**config.mk**
```make
export PLATFORM = sky130hd
export DESIGN_NAME = bin2bcd_seq
export DESIGN_NICKNAME = d
export VERILOG_FILES = /design/src/rtl/bin2bcd_seq_pkg.sv /design/src/rtl/bin2bcd_seq_add3.sv /design/src/rtl/bin2bcd_seq.sv
export SDC_FILE = /design/constraint.sdc
export NUM_CORES = 1
export LEC_CHECK = 0
export BUFFER_PORTS_ARGS = -buffer_cell sky130_fd_sc_hd__buf_2
export CAP_MARGIN = 20
export CORE_UTILIZATION = 55
export CTS_CLUSTER_DIAMETER = 150
export CTS_CLUSTER_SIZE = 14
export DETAILED_ROUTE_END_ITERATION = 8
export PLACE_DENSITY_LB_ADDON = 0.12
export SLEW_MARGIN = 20
export SYNTH_ARGS = -nofsm -noshare
export SYNTH_HDL_FRONTEND = slang
export SYNTH_SLANG_ARGS = --single-unit
```
**constraint.sdc**
```tcl
create_clock -name clock -period 3.1 [get_ports clock]
set_clock_uncertainty 0.1 [all_clocks]
set_input_delay 0.62 -clock clock [delete_from_list [all_inputs] [get_ports clock]]
set_output_delay 0.62 -clock clock [all_outputs]
set_load 0.05 [all_outputs]
```
**src/rtl/bin2bcd_seq_pkg.sv**
```systemverilog
// Shared constants and FSM state encoding for the sequential binary-to-BCD converter.
package bin2bcd_seq_pkg;

  localparam int unsigned BCD_W = 4;

  typedef enum logic [1:0] {
    S_IDLE  = 2'd0,
    S_SHIFT = 2'd1,
    S_DONE  = 2'd2
  } state_e;

endpackage

```
**src/rtl/bin2bcd_seq_add3.sv**
```systemverilog
// Double-dabble digit adjust: a BCD digit of 5 or more gets +3 before the shift.
module bcd_add3
  import bin2bcd_seq_pkg::*;
(
  input  logic [BCD_W-1:0] d_i,
  output logic [BCD_W-1:0] d_o
);

  always_comb begin
    d_o = d_i;
    if (d_i >= BCD_W'(5)) d_o = d_i + BCD_W'(3);
  end

endmodule

```
**src/rtl/bin2bcd_seq.sv**
```systemverilog
// Sequential binary-to-BCD converter (shift-and-add-3), one input bit per clock.
module bin2bcd_seq
  import bin2bcd_seq_pkg::*;
#(
  parameter int unsigned BIN_W  = 8,
  parameter int unsigned DIGITS = 3
) (
  input  logic                      clock,
  input  logic                      resetn,
  input  logic                      in_valid,
  output logic                      in_ready,
  input  logic [BIN_W-1:0]          bin_in,
  output logic                      out_valid,
  output logic [BCD_W*DIGITS-1:0]   bcd_out,
  output logic                      ovf
);

  localparam int unsigned BCD_TOT = BCD_W * DIGITS;
  localparam int unsigned CNT_W   = $clog2(BIN_W + 1);

  state_e               state_q;
  logic [BIN_W-1:0]     shreg_q, shreg_d;
  logic [BCD_TOT-1:0]   scratch_q, scratch_d, adj;
  logic [CNT_W-1:0]     cnt_q;
  logic                 ovf_acc_q, carry_d;
  logic                 out_valid_q;
  logic [BCD_TOT-1:0]   bcd_q;
  logic                 ovf_q;

  for (genvar g = 0; g < DIGITS; g++) begin : g_adj
    bcd_add3 u_add3 (
      .d_i (scratch_q[g*BCD_W +: BCD_W]),
      .d_o (adj[g*BCD_W +: BCD_W])
    );
  end

  // The bit leaving the top digit is the overflow carry.
  always_comb begin
    {carry_d, scratch_d, shreg_d} = {adj, shreg_q, 1'b0};
  end

  always_ff @(posedge clock or negedge resetn) begin
    if (!resetn) begin
      state_q     <= S_IDLE;
      shreg_q     <= '0;
      scratch_q   <= '0;
      cnt_q       <= '0;
      ovf_acc_q   <= 1'b0;
      out_valid_q <= 1'b0;
      bcd_q       <= '0;
      ovf_q       <= 1'b0;
    end else begin
      out_valid_q <= 1'b0;
      case (state_q)
        S_IDLE: begin
          if (in_valid) begin
            shreg_q   <= bin_in;
            scratch_q <= '0;
            cnt_q     <= CNT_W'(BIN_W);
            ovf_acc_q <= 1'b0;
            state_q   <= S_SHIFT;
          end
        end
        S_SHIFT: begin
          shreg_q   <= shreg_d;
          scratch_q <= scratch_d;
          ovf_acc_q <= ovf_acc_q | carry_d;
          cnt_q     <= cnt_q - CNT_W'(1);
          if (cnt_q == CNT_W'(1)) state_q <= S_DONE;
        end
        S_DONE: begin
          // Results and the valid pulse are registered together on leaving DONE.
          bcd_q       <= scratch_q;
          ovf_q       <= ovf_acc_q;
          out_valid_q <= 1'b1;
          state_q     <= S_IDLE;
        end
        default: state_q <= S_IDLE;
      endcase
    end
  end

  assign in_ready  = (state_q == S_IDLE);
  assign out_valid = out_valid_q;
  assign bcd_out   = bcd_q;
  assign ovf       = ovf_q;

endmodule

```
==> flow_summary.ini <==
[grt]
grt_pass1_wl_um = 6740
grt-ovfl-total = 0
grtUsageTotal = 0.226
antenna_found_initial = 0
grt_max_degree = 42
grt_pass1_vias = 1459

[clock_tree]
cts_max_level = 2
clock-sinks = 41
cts_buffers = 5
root_buffer = clkbuf_4
path_clk_slew_ns = 0.12
clock_path_buffers = 2
cts_resized = 0
cts_tree = yes
insertion_delay_ns = 0.35
ctsHoldBuffers = 0
post-cts-setup-buffers = 0

[route]
drtIter0Drc = 91
route.vias.total = 1518
first_pass_iters = 4
drt-total-wl_um = 3910
ant_nets = 0
drc = 0
avgRoutedWirePerCell_um = 14.7
viasPerCell = 5.73

[synth]
syn_nets = 215
synth-seq-area-share = 0.516
synth_flop_cell = dfrtp_1
ys_warn_count = 0
avgSynthCellArea_um2 = 10.1
synth-edff-count = 0
syn-cell-area_um2 = 1990
synth_cell_type_count = 33
netlist_instances = 196
synth_seq_cells = 41
async_reset_ff_frac = 1.00

[floorplanning]
rows = 21
ios = 26
die_w_um = 62.1
die_h_um = 62.1
core_um2 = 3390
die-area_um2 = 3860
start_util = 0.586

[timing]
max_freq_ghz = 0.465
rsz0062_at_grt = false
min_period_ns = 2.15
drv_slew = 0
max_slew_margin = 0.413
hold_violations = 0
worstMarginPinSlew_ns = 0.881
setup_viol = 0
fin_setup_tns_ns = 0
period_share = 0.693

[worst_setup_path]
worstSetupPathType = flop to output port
start_kind = flop
cp-end-kind = output port
arrival_ns = 1.43
rrSetupSlack_ns = 1.17
critical_path_required_ns = 2.38
path_max_fanout = 25

[power_and_ir_drop]
p_leak_nw = 1.08
combPwrFrac = 0.459
peakVddDrop_mv = 0.565
swShare = 0.446
powerDensity_nw_per_um2 = 1080
power_frac_seq = 0.384
power.total_w = 0.00237
p_switching_w = 0.00106
p_clk_frac = 0.157
intPower_w = 0.00132

[layout]
fin_area_um2 = 2200
final_cell_mix = 41 x dfrtp_1, 28 x nand2_1, 25 x buf_2
drive_gt1_frac = 0.174
seq_area_um2 = 1030
layout.cells.most_common = dfrtp_1
antenna_cells = 0
nets = 237
area_growth_pct = 10.8
nFillCells = 282
multi_input_area_um2 = 832

[place]
dp_hpwl_um = 2690
dpl-instance-area_um2 = 2110
gp_congestion = 0.818
numPortBuffers = 25

[hold_path]
min_path_type = input port to asynchronous set/reset pin

[run]
drv_cap = 0

[run_status]
status = completed
-- power groups by stage --
stage,clock network (W),logic [W],registers [W]
after detailed placement,0,0.00109,0.000920
after global placement,0,0.00103,0.000905
final,0.000372,0.00109,0.000911
after CTS,0.000376,0.00109,0.000908
after floorplan,0,0.000679,0.00108
after global routing,0.000399,0.00120,0.000940
-- layer usage --
layer / global-route usage / share of wire
met1: 0.290 / 0.45
met2: 0.367 / 0.49
met5: 0 / 0
met4: 0.0756 / 0.014
met3: 0.0662 / 0.049
-- per-stage QoR --
| stage | setup slack (ns) | hold WS (ns) | util | std cells |
|---|---|---|---|---|
| finish | 0.951 | 0.269 | 0.649 | 265 |
| global route | 0.838 | 0.336 | 0.649 | 265 |
| CTS | 0.935 | 0.299 | 0.649 | 265 |
| detailed placement | 1.24 | 0.370 | 0.623 | 257 |
| global placement | 1.34 | 0.363 | 0.623 | 257 |
| floorplan | 0.992 | 0.224 | - | 196 |
-- worst max-delay path, cell delays in order (launching register included) --
cell	delay [ns]
dfrtp_1	0.64
nor2_1	0.17
buf_2	0.28
-- cells in the mapped netlist, types with 2 or more instances --
| master | number | area share |
|---|---|---|
| inv_1 | 17 | 0.032 |
| buf_2 | 7 | 0.018 |
| o31ai_1 | 4 | 0.015 |
| nor2_1 | 4 | 0.0076 |
| nand2b_1 | 4 | 0.013 |
| o221ai_1 | 3 | 0.013 |
| dfrtp_1 | 41 | 0.52 |
| and3b_1 | 7 | 0.031 |
| o21ai_1 | 18 | 0.045 |
| o21a_1 | 3 | 0.011 |
| nor2b_1 | 3 | 0.0094 |
| o32ai_1 | 2 | 0.0088 |
| a32o_1 | 3 | 0.015 |
| xnor2_1 | 3 | 0.013 |
| a21oi_1 | 8 | 0.020 |
| o21ai_0 | 8 | 0.020 |
| buf_4 | 4 | 0.015 |
| nand2_1 | 28 | 0.053 |
| ha_1 | 8 | 0.050 |
| o311ai_1 | 3 | 0.013 |
| o2111ai_1 | 6 | 0.026 |
-- final timing paths --
check / from / end / depth (start not counted)
max reg2reg: state_q[0] / scratch_q[3] / 3
max: state_q[0] / in_ready / 2
max in group asynchronous: resetn / cnt_q[3] / 1
min: resetn / shreg_q[0] / 1
min in group clock: bcd_out[2] / bcd_out[2] / 2
min reg2reg: bcd_out[2] / bcd_out[2] / 2
-- sequential cells by signal, summed over array words and instances, names as in the netlist --
signal     flops
bcd_out       12
cnt_q          4
out_valid      1
ovf            1
ovf_acc_q      1
scratch_q     12
shreg_q        8
state_q        2
-- logic make-up after synthesis --
group                    count (synthesis)  synth area share
multiplexers                             3            0.0164
XOR/XNOR                                 3            0.0132
flip-flops                              41             0.516
buffers and inverters                   28            0.0649
AND/OR/NAND/NOR                         49             0.124
AO/OA/AOI/OAI                           64             0.215
adder cells (fa/ha/maj)                  8            0.0504
-- cell type report --
class,instances,share of cell area
clock inverters,2,0.0171
repair buffers,26,0.0603
inverters,17,0.0290
flip-flops and latches,41,0.466
well taps,46,0.0262
multi-input cells,127,0.378
clock buffers,6,0.0233
(Power assumes the default switching activity.)
